[src/rtl/usart_rx_fifo.sv]
`default_nettype none
// ============================================================================
// Module  : usart_rx_fifo
// Purpose : Handshakes bytes out of usart_rx into a first-word-fall-through
//           FIFO (8 data bits + error flag per entry) for the CPU-side reader.
// Revision: 1.0 - initial release
// ============================================================================
module usart_rx_fifo #(
    parameter int DEPTH_LOG2 = 4
) (
    input  logic                  bit_clock_x16,
    input  logic                  reset,
    input  logic [7:0]            rx_data,
    input  logic                  rx_available,
    input  logic                  rx_error,
    output logic                  rx_acknowledge,
    output logic [7:0]            read_data,
    output logic                  read_error,
    output logic                  read_valid,
    input  logic                  read_strobe,
    output logic [DEPTH_LOG2:0]   count,
    output logic                  overrun,
    input  logic                  clear_errors
);

    localparam int                c_DEPTH = 2 ** DEPTH_LOG2;
    localparam logic [DEPTH_LOG2:0] c_FULL = (DEPTH_LOG2 + 1)'(c_DEPTH);

    typedef enum logic [0:0] {
        ST_IDLE = 1'b0,
        ST_ACK  = 1'b1
    } state_t;

    state_t                  r_state;
    state_t                  w_state_next;
    logic                    w_capture;
    logic                    w_pop;
    logic                    w_push;
    logic                    w_drop;
    logic [DEPTH_LOG2-1:0]   r_wr_ptr;
    logic [DEPTH_LOG2-1:0]   r_rd_ptr;
    logic [DEPTH_LOG2:0]     r_count;
    logic                    r_overrun;
    logic [8:0]              r_mem [c_DEPTH];
    logic [8:0]              w_head;

    always_ff @(posedge bit_clock_x16 or posedge reset) begin
        if (reset) begin
            r_state <= ST_IDLE;
        end else begin
            r_state <= w_state_next;
        end
    end

    // One capture per rx_available assertion: ACK holds until usart_rx lets go.
    always_comb begin
        w_state_next   = r_state;
        rx_acknowledge = 1'b0;
        w_capture      = 1'b0;
        case (r_state)
            ST_IDLE: begin
                if (rx_available) begin
                    w_capture    = 1'b1;
                    w_state_next = ST_ACK;
                end
            end
            ST_ACK: begin
                rx_acknowledge = 1'b1;
                if (!rx_available) begin
                    w_state_next = ST_IDLE;
                end
            end
            default: w_state_next = ST_IDLE;
        endcase
    end

    assign read_valid = (r_count != '0);
    assign w_pop      = read_strobe && read_valid;
    // A same-cycle pop frees a slot, so a full FIFO can still accept the byte.
    assign w_push     = w_capture && ((r_count != c_FULL) || w_pop);
    assign w_drop     = w_capture && !w_push;

    always_ff @(posedge bit_clock_x16) begin
        if (w_push) begin
            r_mem[r_wr_ptr] <= {rx_error, rx_data};
        end
    end

    always_ff @(posedge bit_clock_x16 or posedge reset) begin
        if (reset) begin
            r_wr_ptr  <= '0;
            r_rd_ptr  <= '0;
            r_count   <= '0;
            r_overrun <= 1'b0;
        end else begin
            if (w_push) begin
                r_wr_ptr <= r_wr_ptr + (DEPTH_LOG2)'(1);
            end
            if (w_pop) begin
                r_rd_ptr <= r_rd_ptr + (DEPTH_LOG2)'(1);
            end
            if (w_push && !w_pop) begin
                r_count <= r_count + (DEPTH_LOG2 + 1)'(1);
            end else if (w_pop && !w_push) begin
                r_count <= r_count - (DEPTH_LOG2 + 1)'(1);
            end
            // A fresh drop wins over a simultaneous clear.
            if (w_drop) begin
                r_overrun <= 1'b1;
            end else if (clear_errors) begin
                r_overrun <= 1'b0;
            end
        end
    end

    assign w_head     = r_mem[r_rd_ptr];
    assign read_data  = read_valid ? w_head[7:0] : 8'h00;
    assign read_error = read_valid ? w_head[8] : 1'b0;
    assign count      = r_count;
    assign overrun    = r_overrun;

endmodule
`default_nettype wire

[config.mk]
export PLATFORM = sky130hd
export DESIGN_NAME = usart_rx_fifo
export DESIGN_NICKNAME = d
export VERILOG_FILES = /design/src/rtl/usart_rx_fifo.sv
export SDC_FILE = /design/constraint.sdc
export NUM_CORES = 1
export LEC_CHECK = 0
export CORE_MARGIN = 4
export CORE_UTILIZATION = 60
export DETAILED_ROUTE_END_ITERATION = 8
export PLACE_DENSITY_LB_ADDON = 0.25
export SLEW_MARGIN = 0
export SYNTH_ARGS = -nofsm -noshare
export SYNTH_HDL_FRONTEND = slang
export SYNTH_SLANG_ARGS = --single-unit
[constraint.sdc]
create_clock -name bit_clock_x16 -period 3.6 [get_ports bit_clock_x16]
set_input_delay 0.54 -clock bit_clock_x16 [delete_from_list [all_inputs] [get_ports bit_clock_x16]]
set_output_delay 0.54 -clock bit_clock_x16 [all_outputs]
set_load 0.05 [all_outputs]
## Word level (Yosys, flattened, before mapping)

Memory sizes are Yosys's and may differ from the RTL's.
Cells that the tools add are included.

- Add/subtract/negate cells: 4
- Eq/ne operators: 1
- Mux-type cells: 11
- Reductions and logical operators: 11

Operators with widths:

| cell | count |
|---|---|
| two-way mux 5 bit | 2 |
| adder 4 x 1 -> 4 bit, second input constant | 2 |
| two-way mux 1 bit | 8 |
| two-way mux 8 bit | 1 |
| adder 5 x 1 -> 5 bit, second input constant | 1 |
| logical AND 1 bit | 5 |
| != test 5 bit, second input constant | 1 |
| nonzero test 5 bit | 1 |
| subtractor 5 x 1 -> 5 bit, second input constant | 1 |
| nonzero test 2 bit | 2 |
| logical NOT 1 bit | 2 |
| logical OR 1 bit | 1 |

- Register bits after elaboration: 15
- RAM bits: 144
- Bits of input ports: 14
- Output and inout bits: 17
- Word-level logic and storage cells: 33
- Memories: 1

Memories:

| name | depth | width | rd ports | clocked after memory_dff | wr ports | line | source |
|---|---|---|---|---|---|---|---|
| r_mem | 16 | 9 | 1 | 0 | 1 | 44 | `logic [8:0] r_mem [c_DEPTH];` |

## Logic depth before layout (Yosys ltp)

Gate-level depths: netlist of run 1.

- Depth in word-level cells: 8
- Gate-level depth with buffers: 10
- Gate-level depth less buffers: 10

## Worst setup path after synthesis of run 1

Ideal clock, no wire load.

- Kind: flip-flop to flip-flop
- Start: register r_count[0] (netlist: count[0])
- End: register r_count[4] (netlist: count[4])
- Setup time: 126 ps
- Arrival time: 2948 ps
- Required time: 3474 ps
- Slack: 526 ps
- Stages on the path, launching flop included: 11
- Buffers on the path: 0
- Period minus slack after synthesis: 3074 ps
- Cell sequence: dfrtp_1 nor4_4 nand2b_2 nand2_1 ha_1 inv_1 fa_1 a21o_1 a2111oi_0 a31oi_1 a221o_1

- Cells in the longest elaborated chain, start to end: 7
- Elaborated cells between the ends (all ways): 14
- Those cells by class: add/sub (2); eq/ne (1); mux (2); reduce/logical (9)

RTL lines:

| what | line | source |
|---|---|---|
| from (decl) | 42 | `logic [DEPTH_LOG2:0] r_count;` |
| from (signal assigned) | 103 | `r_count <= r_count + (DEPTH_LOG2 + 1)'(1);` |
| from (signal assigned) | 105 | `r_count <= r_count - (DEPTH_LOG2 + 1)'(1);` |
| branches (longest 7 deep; another with subtractor 5 x 1 -> 5 bit) | - |  |

Parallel ways; which one is timed is not known. The select of a mux whose other input is x is not followed.
A chain may end at the register's enable or synchronous reset.

## Worst setup path after layout of run 1

- Start: register r_rd_ptr[1]
- End: output read_data[4]

- Cells in the longest elaborated chain, start to end: 2

RTL lines:

| what | line | source |
|---|---|---|
| from (decl) | 41 | `logic [DEPTH_LOG2-1:0] r_rd_ptr;` |
| from (signal assigned) | 100 | `r_rd_ptr <= r_rd_ptr + (DEPTH_LOG2)'(1);` |
| memory read (16 x 9 bit) | - |  |
| two-way mux 8 bit | 117 | `assign read_data = read_valid ? w_head[7:0] : 8'h00;` |
| to (decl) | 17 | `output logic [7:0] read_data,` |

Every way passes these cells.

==> results.toml, run 1 <==
[outcome]
run_status = "completed"

[setup_path]
startpoint_type = "flop"
critical_path.slowest_cell = "mux4_1"
cp_cell_sequence = "buf_4 -> mux4_1 -> mux2_2 -> o21ai_1 -> a21oi_1 -> buf_4"
critical_path_class = "reg -> out"
crit-reg2reg-launch = "count[0]"
reg2reg_slack_ps = 430
r2r_cells = 10
worstPathMaxFanout = 21
worstPathRequired_ps = 3060
critPathArrivalTime_ps = 2670
critPathMostFrequentCell = "buf_4"
reg2reg_to = "count[4]"
max_stage_delay_ps = 620
cp-end-kind = "primary output"

[floorplanning]
start_util_pct = 62.38
io_pins = 31
rows = 37
dieArea_um2 = 12610
core-area_um2 = 10460
die_w_um = 112.3
die_y_um = 112.3

[placement]
port_buffers = 30
gp_congestion = 0.7473
dpl.hpwl_mm = 7.744
place_area_um2 = 7054
place_ws_ps = 366.6

[logic_synthesis]
seq_area_frac_synth_pct = 72.01
ys.flop_type = "edfxtp_1"
ys_ff_latch = 159
postSynthAreaPerCell_um2 = 20.08
ys_async_sr_fraction_pct = 9.434
syn_inst = 325
synthesis.area_um2 = 6526
synth.distinct_cells = 38
synth_edf_count = 144
synth_nets = 349
ys_warn_count = 0

[pwr]
p_seq_share_pct = 38.2
p_sw_share_pct = 35.60
leakagePower_nw = 2.613
p_clk_share_pct = 25.6
internal_power_mw = 3.972
p_comb_share_pct = 36.2
irDropWorstVdd_mv = 0.4449
p_sw_mw = 2.196
power_density_nw_per_um2 = 813.9

[routing]
initialDrtViolationCount = 262
via_per_inst = 6.088
wl_mm = 12.12
first_pass_iters = 4
drtAntennaViolNets = 0
num_vias = 3239
wl_per_cell_um = 22.78
drc_errors = 0

[grt]
grt_pass1_vias = 3442
antenna_found_initial = 0
gr-total-overflow = 0
grt_max_degree = 22
grt_pass1_wl_mm = 19.44
grt.total_usage_pct = 21.00

[job]
drv_cap = 0

[timing]
slew_viol_final = 0
clock_skew_ps = 8.284
slew_headroom_pct = 49.93
fin_crit_sh_pct = 89.10
fin_tns_setup_ps = 0
whs_ps = 390.8
timing.final.ws_setup_ps = 392.6
final-hold-violation-count = 0
setup-violations-final = 0
worst_pin_slew_ps = 751.0
fin_crit_ps = 3207
rsz0062_at_grt = "no"
fmax_ghz = 0.3118

[clock_tree]
cts_tree = "built"
numCtsBuffers = 17
path_clk_slew_ps = 60
h-tree-depth = 4
postCtsSetupBuffers = 0
cts_hold_buf = 0
clock-sinks = 159
cts_root_buf = "clkbuf_8"
clk_path_buf_depth = 2
cts_resized = 0
insertion_delay_ps = 520

[final_layout]
drive_above_1_share_pct = 23.74
layout.nets = 407
area_growth_pct = 16.14
fin_area_um2 = 7580
multiInputGateArea_um2 = 1684
most-common-layout-cells = "edfxtp_1 (144), buf_4 (33), clkdlybuf4s50_1 (21)"
layout_commonest_cell = "edfxtp_1"
final.fill_count = 640
seqCellArea_um2 = 4700
num_antenna_cells = 0

[worst_hold_path]
hp-class = "in -> async"
==> logic make-up (layout without fill, tap and decap cells) <==
logic type,after synthesis,after routing,synth area share [%]
xor gates and xnor gates,9,9,1.208
muxes,56,56,16.74
AOI/OAI and AO/OA,31,31,2.914
adders and majority gates,10,10,2.032
and+or+nand+nor,38,38,2.914
DFF,159,159,72.01
buffers and inverters,22,93,2.186
==> worst max-delay path by stage <==
| stage | start | end | slack, ps | cells past startpoint |
|---|---|---|---|---|
| floorplan | count[0] | count[4] | 530 | 10 |
| global placement | read_strobe | count[4] | 400 | 10 |
| detailed placement | read_strobe | count[4] | 370 | 10 |
| CTS | r_rd_ptr[1] | read_data[4] | 340 | 6 |
| global route | r_rd_ptr[1] | read_data[4] | 250 | 6 |
| finish | r_rd_ptr[1] | read_data[4] | 390 | 6 |
==> layer usage <==
metal  wire, um  vias up  share of wire [%]  global-route usage, %
li1           -     1448                  -                      -
met1       4905     1665                 40                  27.88
met2       6331      107                 52                  34.96
met3        669       19                5.5                  4.367
met4        211        0                1.7                  7.532
met5          0        -                  0                      0
==> power by group through the flow <==
| stage | logic (mW) | registers (mW) | clock network [mW] |
|---|---|---|---|
| 5_1_grt | 2.38 | 2.38 | 1.70 |
| 6_report | 2.23 | 2.36 | 1.58 |
| 4_1_cts | 2.26 | 2.36 | 1.60 |
| 2_1_floorplan | 1.64 | 2.40 | 0 |
| 3_3_place_gp | 2.21 | 2.38 | 0 |
| 3_5_place_dp | 2.24 | 2.39 | 0 |
==> synthesized netlist by cell type (6+ instances only) <==
cell type / n / share of area [%]
buf_2: 6 / 0.46
mux2_2: 9 / 1.6
ha_1: 9 / 1.7
nor2_1: 13 / 0.75
dfrtp_1: 15 / 5.8
o21ai_1: 12 / 0.92
xnor2_1: 8 / 1.1
mux2i_1: 9 / 1.4
inv_1: 6 / 0.35
nand2_1: 9 / 0.52
mux4_1: 18 / 7.2
edfxtp_1: 144 / 66
a21oi_1: 11 / 0.84
mux4_2: 18 / 6.2
==> through the flow <==
| step | cells | util, % | power (mW) |
|---|---|---|---|
| 6_report | 532 | 72.45 | 6.169 |
| 5_1_grt | 532 | 72.45 | 6.460 |
| 4_1_cts | 532 | 72.45 | 6.215 |
| 3_5_place_dp | 500 | 67.42 | 4.635 |
| 3_3_place_gp | 500 | 67.42 | 4.591 |
| 2_1_floorplan | 325 | - | 4.042 |
==> state kept, by name, indices dropped and copies added, names as in the netlist <==
| signal | count |
|---|---|
| r_rd_ptr | 4 |
| count | 5 |
| overrun | 1 |
| r_state | 1 |
| r_wr_ptr | 4 |
| r_mem | 144 |
==> cell type report <==
cell class	count	area share, %
Clock buffer	19	5.563
Inverter	6	0.2971
Timing Repair Buffer	55	6.306
Multi-Input combinational cell	144	22.22
Tap cell	136	2.245
Sequential cell	159	62.00
Clock inverter	13	1.370
==> critical path: cells and delay by family, from the launching register on <==
kind / cells / cell delay, ps
AOI/OAI and AO/OA: 2 / 290
buffers and inverters: 2 / 580
DFF: 1 / 360
muxes: 2 / 900
Note: power is estimated with default switching activity, not from simulation.
==> run 2, diff against run 1 <==
--- a/config.mk
+++ b/config.mk
@@ -5,9 +5,11 @@
 export SDC_FILE = /design/constraint.sdc
 export NUM_CORES = 1
 export LEC_CHECK = 0
+export ABC_CLOCK_PERIOD_IN_PS = 3600
 export CORE_MARGIN = 4
 export CORE_UTILIZATION = 60
 export DETAILED_ROUTE_END_ITERATION = 8
+export GPL_TIMING_DRIVEN = 1
 export PLACE_DENSITY_LB_ADDON = 0.25
 export SLEW_MARGIN = 0
 export SYNTH_ARGS = -nofsm -noshare
==> results of run 2 <==
The final DEF is identical to that of run 1; final timing and power are the same.
==> run 3, diff against run 2 <==
--- a/config.mk
+++ b/config.mk
@@ -9,7 +9,6 @@
 export CORE_MARGIN = 4
 export CORE_UTILIZATION = 60
 export DETAILED_ROUTE_END_ITERATION = 8
-export GPL_TIMING_DRIVEN = 1
 export PLACE_DENSITY_LB_ADDON = 0.25
 export SLEW_MARGIN = 0
 export SYNTH_ARGS = -nofsm -noshare
==> results of run 3 <==
The final DEF is identical to that of run 1; final timing and power are the same.
==> patch, RTL diff (config.mk and constraints of run 2) <==
Make the reset (`reset`) synchronous in 2 clocked blocks.
--- a/src/rtl/usart_rx_fifo.sv
+++ b/src/rtl/usart_rx_fifo.sv
@@ -45,5 +45,5 @@
     logic [8:0]              w_head;
 
-    always_ff @(posedge bit_clock_x16 or posedge reset) begin
+    always_ff @(posedge bit_clock_x16) begin
         if (reset) begin
             r_state <= ST_IDLE;
@@ -87,5 +87,5 @@
     end
 
-    always_ff @(posedge bit_clock_x16 or posedge reset) begin
+    always_ff @(posedge bit_clock_x16) begin
         if (reset) begin
             r_wr_ptr  <= '0;
Formal check against the unedited RTL: differs if reset is asserted again (counterexample within 4 cycles, from zero or initial values and one cycle with reset high); with reset held inactive, the same outputs for 10 cycles.
==> patch against run 2 <==
Clock skew increased by 0.00064 ns. Worst hold slack improved by 0.11 ns. Sequential cell count increased by 4. Utilization decreased by 0.94 points. Total power decreased by 11%. Combinational power decreased by 35%. Design area increased by 2.3%. Worst setup slack got worse by 0.30 ns. Area after synthesis increased by 2.2%. Routed wire length increased by 6.6%.
==> patch: results (changes against run 2) <==
Critical path
The largest fanout of any net on the critical path was 6 (was 21). The worst endpoint data arrival time came to 2.96 ns (was 2.67 ns). The number of cells on the worst reg-to-reg path was 9 (was 10). The start of the worst register-to-register path is count[0] (unchanged).

The cell with the biggest individual delay on the critical path is sky130_fd_sc_hd__clkdlybuf4s50_1 (was sky130_fd_sc_hd__mux4_1).

Logic synthesis
Synth cell count leaders: sky130_fd_sc_hd__edfxtp_1 (144), sky130_fd_sc_hd__nor2_1 (28), sky130_fd_sc_hd__mux4_2 (20) (was sky130_fd_sc_hd__edfxtp_1 (144), sky130_fd_sc_hd__mux4_1 (18), sky130_fd_sc_hd__mux4_2 (18)). The post-synthesis share of cell area spent on xor and xnor gates is 0.00919 (was 0.0121). The fraction of the yosys area taken by sequential cells was 0.705 (was 0.720). The share of synthesized cell area in full adder, half adder and majority cells was 0.0199 (was 0.0203).

The async set-reset flop share out of synthesis came to 0 (was 0.0943). The number of different library cells in the post-synthesis netlist is 45 (was 38). The number of nets in the synthesized netlist came to 371 (was 349).

Global routing
The global-route track usage on met1 came to 0.296 (was 0.279). The pin count of the biggest net entering global routing is 29 (was 22). The first-pass GRT wire length is 20400 um (was 19400 um).

The number of global-route vias before repair was 3596 (was 3442). The global-route total usage across every layer was 0.221 (was 0.210). The global routing met2 resource utilization came to 0.349 (was 0.350).

Timing
The final critical-path required period is 3.50 ns (was 3.21 ns). The worst-case clock skew is 0.00892 ns (was 0.00828 ns).

Placed design
The instance area after placement was 7140 sq um (was 7050 sq um). The final weighted congestion in routability-driven placement is 0.801 (was 0.747). The final HPWL from detailed placement came to 8210 um (was 7740 um). The number of placed instances, taps included is 523 (was 500). The placement-stage worst setup slack is 0.481 ns (was 0.367 ns).

Detailed routing
The total vias in the final route came to 3436 (was 3239). The wire length on met3 is 1010 um (was 669 um). The met2 wirelength from detailed routing came to 6440 um (was 6330 um). The overall routed net length was 12900 um (was 12100 um).

The average wire per standard cell is 23.3 um (was 22.8 um). The detailed router's first-iteration violation count is 335 (was 262).

Finish
The count of clock buffers in the final design is 20 (was 19). The layout filler cell count was 691 (was 640). The fraction of area in multi-input gates is 0.229 (was 0.222). The inverter count of the layout excluding clock inverters is 5 (was 6). The post-synthesis to final-layout area growth is 16.2% (was 16.1%). The non-clock buffer instance count of the final layout came to 54 (was 55).

Worst hold path
The worst min-delay path class is register to register (was input port to asynchronous set/reset pin).

Status
Outcome: completed (unchanged).
==> patch: cell count changes after synthesis, moves of 5 or more <==
| cell | before | now |
|---|---|---|
| sky130_fd_sc_hd__a211oi_1 | 0 | 17 |
| sky130_fd_sc_hd__a21oi_1 | 11 | 4 |
| sky130_fd_sc_hd__buf_2 | 6 | 1 |
| sky130_fd_sc_hd__clkbuf_8 | 0 | 5 |
| sky130_fd_sc_hd__dfrtp_1 | 15 | 0 |
| sky130_fd_sc_hd__dfxtp_1 | 0 | 19 |
| sky130_fd_sc_hd__mux2_2 | 9 | 1 |
| sky130_fd_sc_hd__nor2_1 | 13 | 28 |
| sky130_fd_sc_hd__nor2b_1 | 0 | 11 |
| sky130_fd_sc_hd__o21ai_1 | 12 | 0 |
| sky130_fd_sc_hd__xnor2_1 | 8 | 2 |
==> patch: power breakdown <==
part	switching (uW)	internal, uW	total [uW]
Clock	757	1060	1820
Sequential	80.6	2120	2210
Combinational	868	570	1440
